`src/rtl/adder_share_pkg.sv`:
```
// Shared definitions for the adder-sharing controller.
//   - FSM state encoding (IDLE / BUSY / RESP)
//   - Default requester count, beat width and adder latency
//   - clog2 helper used to size requester ids and the latency counter
package adder_share_pkg;

    localparam int DEF_NREQ    = 4;
    localparam int DEF_W       = 8;
    localparam int DEF_ADD_LAT = 1;

    typedef enum logic [1:0] {
        ST_IDLE = 2'd0,
        ST_BUSY = 2'd1,
        ST_RESP = 2'd2
    } state_t;

    // Ceiling log2, never less than 1 so a one-bit field always exists.
    function automatic int clog2(input int value);
        int r;
        r = 1;
        while ((1 << r) < value) begin
            r = r + 1;
        end
        return r;
    endfunction

endpackage

```
`src/rtl/rr_arbiter.sv`:
```
// Combinational round-robin arbiter with lock support.
// Ports:
//   req      - request mask (one bit per requester)
//   ptr      - highest-priority requester when unlocked
//   lock     - when set only 'owner' may be granted
//   owner    - requester holding the lock
//   grant    - one-hot grant (all zero when nobody is eligible)
//   grant_id - encoded index of the granted requester (0 when none)
module rr_arbiter #(
    parameter int NREQ = 4,
    parameter int ID_W = 2
) (
    input  logic [NREQ-1:0] req,
    input  logic [ID_W-1:0] ptr,
    input  logic            lock,
    input  logic [ID_W-1:0] owner,
    output logic [NREQ-1:0] grant,
    output logic [ID_W-1:0] grant_id
);

    // Candidate gi is the requester sitting gi places after the pointer.
    logic [ID_W-1:0] cand_idx [NREQ];
    logic [NREQ-1:0] cand_req;

    genvar gi;
    generate
        for (gi = 0; gi < NREQ; gi++) begin : g_cand
            assign cand_idx[gi] = ID_W'((int'(ptr) + gi) % NREQ);
            assign cand_req[gi] = req[cand_idx[gi]];
        end
    endgenerate

    always_comb begin
        grant    = '0;
        grant_id = '0;
        if (lock) begin
            // A locked chain belongs to its owner even while its valid is low.
            if (req[owner]) begin
                grant_id     = owner;
                grant[owner] = 1'b1;
            end
        end else begin
            // Scan downwards so the candidate closest to the pointer wins.
            for (int i = NREQ - 1; i >= 0; i--) begin
                if (cand_req[i]) begin
                    grant_id = cand_idx[i];
                end
            end
            if (|cand_req) begin
                grant[grant_id] = 1'b1;
            end
        end
    end

endmodule

```
`src/rtl/adder_share_ctrl.sv`:
```
// Round-robin controller sharing one external W-bit adder between NREQ
// requesters. Multi-beat operations chain the carry through the adder and
// hold a lock until the beat marked last.
// Ports:
//   clk, rst_n                      - clock, synchronous active-low reset
//   req_valid/last/cin [NREQ]       - per-requester beat handshake/control
//   req_a/req_b [NREQ*W]            - operands, requester i at [i*W +: W]
//   req_ready [NREQ]                - one-hot accept, combinational
//   rsp_valid/id/sum/cout/last      - one-cycle result pulse
//   add_a/add_b/add_cin             - to the shared adder
//   add_sum/add_cout                - from the shared adder (ADD_LAT cycles)
module adder_share_ctrl
    import adder_share_pkg::*;
#(
    parameter  int NREQ    = DEF_NREQ,
    parameter  int W       = DEF_W,
    parameter  int ADD_LAT = DEF_ADD_LAT,
    localparam int ID_W    = clog2(NREQ)
) (
    input  logic              clk,
    input  logic              rst_n,
    input  logic [NREQ-1:0]   req_valid,
    input  logic [NREQ-1:0]   req_last,
    input  logic [NREQ*W-1:0] req_a,
    input  logic [NREQ*W-1:0] req_b,
    input  logic [NREQ-1:0]   req_cin,
    output logic [NREQ-1:0]   req_ready,
    output logic              rsp_valid,
    output logic [ID_W-1:0]   rsp_id,
    output logic [W-1:0]      rsp_sum,
    output logic              rsp_cout,
    output logic              rsp_last,
    output logic [W-1:0]      add_a,
    output logic [W-1:0]      add_b,
    output logic              add_cin,
    input  logic [W-1:0]      add_sum,
    input  logic              add_cout
);

    localparam int CNT_W = clog2(ADD_LAT + 1);

    state_t          state_reg, state_next;
    logic [CNT_W-1:0] cnt_reg;
    logic [ID_W-1:0] ptr_reg, owner_reg, id_reg;
    logic            lock_reg, carry_reg, last_reg;
    logic [W-1:0]    add_a_reg, add_b_reg, sum_cap_reg;
    logic            add_cin_reg, cout_cap_reg;

    logic [W-1:0]    a_arr [NREQ];
    logic [W-1:0]    b_arr [NREQ];

    genvar gi;
    generate
        for (gi = 0; gi < NREQ; gi++) begin : g_unpack
            assign a_arr[gi] = req_a[gi*W +: W];
            assign b_arr[gi] = req_b[gi*W +: W];
        end
    endgenerate

    function automatic logic [ID_W-1:0] next_ptr(input logic [ID_W-1:0] id);
        return (id == ID_W'(NREQ - 1)) ? '0 : id + 1'b1;
    endfunction

    // Arbitration view. In RESP the lock/pointer/carry updates being
    // committed this cycle are forwarded so a new beat can start immediately.
    logic            arb_en, arb_lock, carry_eff;
    logic [ID_W-1:0] arb_ptr, arb_owner;

    always_comb begin
        arb_en    = 1'b0;
        arb_lock  = lock_reg;
        arb_ptr   = ptr_reg;
        arb_owner = owner_reg;
        carry_eff = carry_reg;
        case (state_reg)
            ST_IDLE: arb_en = 1'b1;
            ST_RESP: begin
                arb_en    = 1'b1;
                carry_eff = cout_cap_reg;
                if (last_reg) begin
                    arb_lock = 1'b0;
                    arb_ptr  = next_ptr(id_reg);
                end else begin
                    arb_lock  = 1'b1;
                    arb_owner = id_reg;
                end
            end
            default: ;
        endcase
    end

    logic [NREQ-1:0] grant;
    logic [ID_W-1:0] grant_id;
    logic            fire;

    rr_arbiter #(
        .NREQ (NREQ),
        .ID_W (ID_W)
    ) u_arb (
        .req      (req_valid),
        .ptr      (arb_ptr),
        .lock     (arb_lock),
        .owner    (arb_owner),
        .grant    (grant),
        .grant_id (grant_id)
    );

    assign fire      = arb_en && rst_n && (|grant);
    assign req_ready = (arb_en && rst_n) ? grant : '0;

    always_comb begin
        state_next = state_reg;
        case (state_reg)
            ST_IDLE: if (fire) state_next = ST_BUSY;
            ST_BUSY: if (cnt_reg == '0) state_next = ST_RESP;
            ST_RESP: state_next = fire ? ST_BUSY : ST_IDLE;
            default: state_next = ST_IDLE;
        endcase
    end

    always_ff @(posedge clk) begin
        if (!rst_n) begin
            state_reg    <= ST_IDLE;
            cnt_reg      <= '0;
            ptr_reg      <= '0;
            owner_reg    <= '0;
            id_reg       <= '0;
            lock_reg     <= 1'b0;
            carry_reg    <= 1'b0;
            last_reg     <= 1'b0;
            add_a_reg    <= '0;
            add_b_reg    <= '0;
            add_cin_reg  <= 1'b0;
            sum_cap_reg  <= '0;
            cout_cap_reg <= 1'b0;
        end else begin
            state_reg <= state_next;

            if (state_reg == ST_BUSY) begin
                if (cnt_reg == '0) begin
                    sum_cap_reg  <= add_sum;
                    cout_cap_reg <= add_cout;
                end else begin
                    cnt_reg <= cnt_reg - 1'b1;
                end
            end

            if (state_reg == ST_RESP) begin
                carry_reg <= cout_cap_reg;
                lock_reg  <= ~last_reg;
                if (last_reg) begin
                    ptr_reg <= next_ptr(id_reg);
                end else begin
                    owner_reg <= id_reg;
                end
            end

            // add_* are only reloaded on accept, so they hold through BUSY
            // and keep their last value afterwards.
            if (fire) begin
                add_a_reg   <= a_arr[grant_id];
                add_b_reg   <= b_arr[grant_id];
                add_cin_reg <= arb_lock ? carry_eff : req_cin[grant_id];
                last_reg    <= req_last[grant_id];
                id_reg      <= grant_id;
                cnt_reg     <= CNT_W'(ADD_LAT);
            end
        end
    end

    assign rsp_valid = (state_reg == ST_RESP);
    assign rsp_id    = rsp_valid ? id_reg : '0;
    assign rsp_sum   = rsp_valid ? sum_cap_reg : '0;
    assign rsp_cout  = rsp_valid & cout_cap_reg;
    assign rsp_last  = rsp_valid & last_reg;

    assign add_a   = add_a_reg;
    assign add_b   = add_b_reg;
    assign add_cin = add_cin_reg;

endmodule

```
`config.mk`:
```
export PLATFORM = sky130hd
export DESIGN_NAME = adder_share_ctrl
export DESIGN_NICKNAME = d
export VERILOG_FILES = /design/src/rtl/adder_share_pkg.sv /design/src/rtl/rr_arbiter.sv /design/src/rtl/adder_share_ctrl.sv
export SDC_FILE = /design/constraint.sdc
export NUM_CORES = 1
export LEC_CHECK = 0
export CAP_MARGIN = 20
export CORE_UTILIZATION = 44
export CTS_BUF_LIST = sky130_fd_sc_hd__clkbuf_16
export DETAILED_ROUTE_END_ITERATION = 8
export PLACE_DENSITY = 0.93
export SKIP_LAST_GASP = 1
export SLEW_MARGIN = 20
export SYNTH_ARGS = -nofsm -noshare
export SYNTH_HDL_FRONTEND = slang
export SYNTH_SLANG_ARGS = --single-unit
export TNS_END_PERCENT = 100
```
`constraint.sdc`:
```
create_clock -name clk -period 6.4 [get_ports clk]
set_input_delay 1.28 -clock clk [delete_from_list [all_inputs] [get_ports clk]]
set_output_delay 1.28 -clock clk [all_outputs]
set_load 0.05 [all_outputs]
```
# Word level (Yosys, flattened, before mapping)
# Cells that the tools add are included.
word_totals:
  ff_bits: 38
  in_bits: 87
  out_inout_bits: 34
  wordCells: 103
classes:
  addsub: 5
  order_cmp: 10
  eq_ne: 5
  n_mux: 54
  bitwise: 5
  n_reduce_logical: 11
op_table:
  columns: ["cell", "n"]
  rows:
  - ["8-bit 2-to-1 mux", 5]
  - ["8-bit binary-select mux with 2-bit select", 2]
  - ["2-bit 2-to-1 mux", 15]
  - ["2-bit by 3-bit < comparator with 1-bit output (second input constant)", 7]
  - ["1-bit 2-to-1 mux", 18]
  - ["4-bit 2-to-1 mux", 4]
  - ["1-bit binary-select mux with 2-bit select", 7]
  - ["4-bit OR reduction", 2]
  - ["2-bit one-hot mux with 3 select lines", 1]
  - ["2-bit by 1-bit adder with 2-bit output (second input constant)", 2]
  - ["2-bit adder (second input constant)", 2]
  - ["1-bit demux with 2-bit select", 2]
  - ["2-bit == test (second input constant)", 2]
  - ["2-bit by 1-bit >= comparator with 1-bit output (second input constant)", 2]
  - ["1-bit logical AND", 4]
  - ["2-bit != test (second input constant)", 2]
  - ["2-bit AND reduction", 2]
  - ["3-bit >= comparator (second input constant)", 1]
  - ["2-bit inverter with 3-bit output", 1]
  - ["1-bit bitwise AND", 2]
  - ["2-bit by 1-bit == test with 1-bit output (second input constant)", 1]
  - ["2-bit zero test", 1]
  - ["1-bit inverter", 2]
  - ["2-bit nonzero test", 1]
  - ["other kinds (2)", 2]

# Logic depth before layout (Yosys ltp)
# Gate-level depths: netlist of the first run.
logic_depth:
  word_depth: 22
  ltp_mapped: 10
  ltp_nobuf: 8

# By module
# A second synthesis of the first run with hierarchy kept.
unflattened:
  cells_unflattened: 228
  hier_area_um2: 2270.9
modules_own_cells:
  columns: ["module", "n_inst", "cells_per_inst", "area_per_inst_um2", "seq_area_each_um2"]
  rows:
  - ["adder_share_ctrl", 1, 193, 2048.2, 760.7]
  - ["rr_arbiter", 1, 35, 222.7, 0.0]

# Worst setup path after synthesis of the first run
# Ideal clock, no wire load.
synth_timing:
  path_kind: "input -> output"
  start: "input req_valid[3]"
  end: "output req_ready[2]"
  arrival_ns: 3.188
  t_required_ns: 5.120
  slack_ns: 1.932
  stages: 5
  n_path_buf: 1
  cell_sequence: "clkbuf_4 nor2_1 o311ai_1 nand2_1 o21ai_0"
synth_between:
  elab_chain_len: 14
  word_cells_on_any_way: 25
  cone_classes: "2 x order compare; 21 x mux; 2 x reduce/logical"
synth_rtl:
  columns: ["element", "line_no", "source"]
  rows:
  - ["start, declared", "adder_share_ctrl.sv:22", "input logic [NREQ-1:0] req_valid,"]
  - ["1-bit binary-select mux with 2-bit select", "rr_arbiter.sv:29", "assign cand_req[gi] = req[cand_idx[gi]];"]
  - ["1-bit 2-to-1 mux (implied by the code)", "rr_arbiter.sv:29", null]
  - ["2-bit 2-to-1 mux (4 in series)", "rr_arbiter.sv:45", "if (cand_req[i]) begin"]
  - ["2-bit 2-to-1 mux", "rr_arbiter.sv:36", "if (lock) begin"]
  - ["2-bit by 3-bit < comparator with 1-bit output (implied by the code) or 2-bit by 1-bit >= comparator with 1-bit output (tied branches)", "rr_arbiter.sv:50", "grant[grant_id] = 1'b1;"]
  - ["1-bit logical AND (implied by the code)", "rr_arbiter.sv:50", null]
  - ["1-bit 2-to-1 mux (implied by the code)", "rr_arbiter.sv:50", null]
  - ["1-bit demux with 2-bit select", null, null]
  - ["4-bit 2-to-1 mux", "rr_arbiter.sv:49", "if (|cand_req) begin"]
  - ["4-bit 2-to-1 mux *", "rr_arbiter.sv:36", null]
  - ["4-bit 2-to-1 mux *", "adder_share_ctrl.sv:109", "assign req_ready = (arb_en && rst_n) ? grant : '0;"]
  - ["end, declared", "adder_share_ctrl.sv:27", "output logic [NREQ-1:0] req_ready,"]
# Every way passes the cells marked *; elsewhere a longest branch is shown, timed or not. The select of a mux whose other input is x is not followed.

# Worst setup path after layout of the first run
layout_timing:
  start: "input req_valid[3]"
  end: "output req_ready[1]"
# Same word-level chain as after synthesis.

==> qor.csv, run 1 <==
metric,value,unit
outcome,"complete, no violations",
syn_avg_cell_area,9.45,sq um
crit_type,in2out,
port_buffers,120,
ys_warn_count,0,
wirelength,6670,um
tns,0,ps
seqCellArea,761,sq um
final_nets,457,
h-tree-depth,2,
cts.path.max_buffers,2,
post_cts_resized,0,
grt_max_degree,36,
relSlewSlack,25.8,%
cts_hold_buf,0,
routed-via-count,2435,
fmax,0.188,GHz
antenna_found_initial,0,
endpoint_kind,output port,
ys_top_cells_by_area,"dfxtp_1, mux2i_1, mux2_2, nor2_1, a221o_1",
synth-seq-cells,38,
antenna_left,0,
use_met3,6.22,%
wl_per_cell,15.2,um
dp.cells,432,
start_util,46.4,%
fin_crit,5330,ps
powerDensity,248,nW/um^2
clock-skew-final,6.41,ps
multi_input_area,1530,sq um
maxCapViolCount,0,
grt_busiest_layer,met2,
finalNonFillerCells,440,
hold_violations,0,
synth-main-ff-cell,dfxtp_1,
hold_class,reg2reg,
dieArea,5750,sq um
yosysSeqAreaShare,31.7,%
timing.hold.ws,482,ps
cts_inserted_buffers,5,
cts_tree,done,
setup_viol_count_final,0,
area_growth,58.5,%
slew_violations,0,
synth_enable_flop_cells,0,
die_w,75.9,um
synth.largest_area_cell,dfxtp_1,
met2_usage,40.9,%
die_h,75.9,um
drc,0,
first_iter_violations,135,
synthesis.nets,342,
dr.pass1.iters,4,
n_fill_cell,380,
synth_area,2400,sq um
boundaryPins,121,
crit_required,5120,ps
path_clk_slew,50,ps
period_share,83.3,%
p_total,0.943,mW
drive_above_1_share,13.2,%
synthCells,254,
rsz0062_at_grt,no,
diodes,0,
dpl_cell_area,3610,sq um
synth_most_common_cell,nor2_1,
cts_root_buf,clkbuf_16,
grt_pass1_wl,9880,um
tightest_slew,1110,ps
cts_setup_buffers,0,
async_flop_share,0,%
avgViaCountPerCell,5.53,
coreArea,5170,sq um
gp_congestion,0.915,
path_max_fanout,12,
grt_pass1_vias,2240,
synth_top_area_share,31.7,%
worst_ir_drop_vdd,0.157,mV
grt_use_met1,25.6,%
arrival,4050,ps
clk_latency,280,ps
synth_common_cells,"nor2_1, dfxtp_1, mux2i_1",
cp-start-kind,primary input,
num_rows,26,
dpl.hpwl,4910,um
cts.sinks,38,
synth_cell_type_count,56,
power_leakage,1.42,nW
grt_usage,22.5,%
gr-total-overflow,0,
final_area,3800,sq um
-- layout by cell type, fill, tap and decap left out, types with 8 or more instances in the layout --
cell type / Yosys / routed
nor2_1: 43 / 43
a221o_1: 9 / 9
a21oi_1: 8 / 8
mux2_2: 16 / 16
nand2_1: 8 / 8
dfxtp_1: 38 / 38
a221o_2: 8 / 8
and2_1: 13 / 13
mux2i_1: 29 / 29
clkdlybuf4s50_1: 0 / 120
-- critical path, stage by stage --
cell and delay (ps):
clkdlybuf4s50_1 740, nand2b_1 190, a21oi_1 60, o21a_1 210, or2_2 340, nor2_1 220
a32oi_1 90, nor2_1 110, clkdlybuf4s50_1 810
-- cell families (layout without fill, tap and decap cells) --
| family | Yosys count | count (layout) | share of synthesized area, % |
|---|---|---|---|
| mux | 49 | 49 | 22.3 |
| buf+inv | 19 | 135 | 4.54 |
| compound gates | 53 | 53 | 20.4 |
| simple gates | 94 | 94 | 20.5 |
| fa+ha+maj | 1 | 1 | 0.521 |
| flops | 38 | 38 | 31.7 |
-- where the power goes --
part           total (mW)  switching [mW]  internal (mW)
registers           0.290          0.0222          0.268
logic               0.330           0.176          0.155
clock network       0.323          0.0992          0.224
total               0.943           0.297          0.646
-- per-layer routing --
layer,up-vias,part of all wire [%]
li1,1172,-
met4,0,0.82
met1,1157,42
met5,-,0
met2,101,50
met3,5,7.1
-- cell type report --
type / count / share of cell area (%)
multi-input combinational: 197 / 40.2
timing repair buffer: 121 / 31.8
sequential: 38 / 20.0
clock buffer: 5 / 3.29
tap: 70 / 2.30
clock inverter: 3 / 1.81
inverter: 6 / 0.592
-- path summary, 6_finish.rpt --
| path | from | end | slack (ps) | cells after the start |
|---|---|---|---|---|
| setup / recovery | req_valid[3] | req_ready[1] | 1070 | 9 |
| setup reg to reg | id_reg[0]$_SDFFE_PN0P_ | add_a[1]$_SDFFE_PN0P_ | 3140 | 8 |
| hold / removal | add_b[4]$_SDFFE_PN0P_ | add_b[4]$_SDFFE_PN0P_ | 480 | 1 |
| hold reg to reg | add_b[4]$_SDFFE_PN0P_ | add_b[4]$_SDFFE_PN0P_ | 480 | 1 |
-- stage by stage --
step | utilization, % | worst slack, ps
2_1_floorplan | - | 1930
3_3_place_gp | 69.8 | 1180
3_5_place_dp | 69.8 | 1100
4_1_cts | 73.5 | 1090
5_1_grt | 73.5 | 884
6_report | 73.5 | 1070
Power figures use the tool's default switching activity.
==> run 2: changes to the inputs <==
CORE_UTILIZATION = 40   (was 44)
PLACE_DENSITY = 0.86   (was 0.93)
clock period = 4.94 ns   (was 6.4 ns; I/O delays follow)
==> qor.csv, run 2 (synthesized netlist as in run 1, its figures left out) <==
metric,value,unit
clock-skew-final,3.41,ps
final_nets,458,
outcome,"complete, no violations",
hold_violations,0,
power_leakage,1.42,nW
wl_met2,3340,um
tns,0,ps
rsz0062_at_grt,no,
dpl_cell_area,3610,sq um
drive_above_1_share,14.0,%
avgViaCountPerCell,5.45,
diodes,0,
port_buffers,120,
wl_met1,2820,um
comb_power_share,36.8,%
r2r_cells,8,
area_growth,57.8,%
swShare,32.6,%
path_max_fanout,12,
final_cell_mix,"clkdlybuf4s50_1, nor2_1, dfxtp_1",
final_area,3790,sq um
tightest_slew,967,ps
endpoint_kind,output port,
switchingPower,0.379,mW
die_w,79.5,um
powerDensity,307,nW/um^2
pwr-share-clk,30.9,%
cts.sinks,38,
boundaryPins,121,
dpl.hpwl,5010,um
slew_violations,0,
wirelength,6750,um
grt_pass1_wl,10700,um
relSlewSlack,35.3,%
gp_congestion,0.917,
p_total,1.16,mW
fmax,0.218,GHz
maxCapViolCount,0,
fin_crit,4580,ps
crit_type,in2out,
cts.path.max_buffers,2,
grt_pass1_vias,2305,
arrival,3590,ps
coreArea,5640,sq um
grt_max_degree,36,
cts_setup_buffers,0,
cp-start-kind,primary input,
post_cts_resized,0,
cp-endpoint,req_ready[2],
cts_root_buf,clkbuf_16,
r2r_start,id_reg[0]$_SDFFE_PN0P_,
wl_met3,482,um
dieArea,6310,sq um
start_util,42.5,%
worst_ir_drop_vdd,0.170,mV
gr-total-overflow,0,
critPathLaunch,req_valid[3],
h-tree-depth,2,
clk_latency,270,ps
final_common_cell,clkdlybuf4s50_1,
rr_endpoint,add_a[1]$_SDFFE_PN0P_,
cts_inserted_buffers,5,
wl_per_cell,15.2,um
hold_class,reg2reg,
setup_viol_count_final,0,
highest_layer,met4,
cts_hold_buf,0,
dr.pass1.iters,4,
p_seq_share,32.2,%
die_h,79.5,um
p_int,0.784,mW
antenna_left,0,
crit_required,3950,ps
num_rows,27,
r2r_slack,1750,ps
antenna_found_initial,0,
drc,0,
cts_tree,done,
grt_usage,21.3,%
routed-via-count,2416,
period_share,92.8,%
first_iter_violations,132,
path_clk_slew,60,ps
## run 2: cell count changes in the layout (fill, tap and decap cells not counted), sizes merged
cell,previous run,this run
bufinv,2,1
clkinv,1,2
buf,1,4
clkdlybuf4s50,120,118
## run 2: how the worst min path moves through the flow
stage	start	endpoint	slack [ps]	depth (start not counted)
after global placement	cnt_reg$_SDFFE_PN0P_	state_reg[1]$_SDFFE_PN0P_	450	1
after global routing	add_b[6]$_SDFFE_PN0P_	add_b[6]$_SDFFE_PN0P_	500	1
after floorplan	cnt_reg$_SDFFE_PN0P_	state_reg[1]$_SDFFE_PN0P_	450	1
after detailed placement	cnt_reg$_SDFFE_PN0P_	state_reg[1]$_SDFFE_PN0P_	460	1
final	add_a[4]$_SDFFE_PN0P_	add_a[4]$_SDFFE_PN0P_	480	1
after CTS	cnt_reg$_SDFFE_PN0P_	state_reg[1]$_SDFFE_PN0P_	480	1
## run 2: area by class of cell
type	count	area, sq um
Fill cell	483	1860
Multi-Input combinational cell	197	1540
Timing Repair Buffer	122	1210
Sequential cell	38	761
Clock buffer	5	125
Tap cell	72	90.1
Clock inverter	3	40.0
Inverter	6	22.5
## run 2: stage by stage
stage / setup WS (ps) / hold slack [ps] / cells / util [%]
floorplan: 1060 / 445 / 254 / -
global placement: 428 / 454 / 435 / 64.1
detailed placement: 412 / 463 / 435 / 64.1
CTS: 376 / 482 / 443 / 67.0
global route: 218 / 500 / 443 / 67.1
finish: 358 / 484 / 443 / 67.1
## run 2: critical path: stages
cell             delay [ps]
clkdlybuf4s50_1         750
and2_1                  200
o21ai_1                  80
a211oi_2                520
nand3_1                 130
o21ai_0                 100
clkdlybuf4s50_1         820
## run 2: power groups by stage
stage          Clock, mW  Combinational [mW]  Sequential, mW
2_1_floorplan          0               0.183           0.470
3_3_place_gp           0               0.423           0.379
3_5_place_dp           0               0.428           0.380
4_1_cts            0.366               0.430           0.374
5_1_grt            0.382               0.454           0.381
6_report           0.360               0.428           0.375
## run 2: layer usage
layer | up-vias | GRT usage [%]
li1 | 1169 | -
met1 | 1131 | 26.0
met2 | 106 | 36.9
met3 | 10 | 5.26
met4 | 0 | 5.82
met5 | - | 0
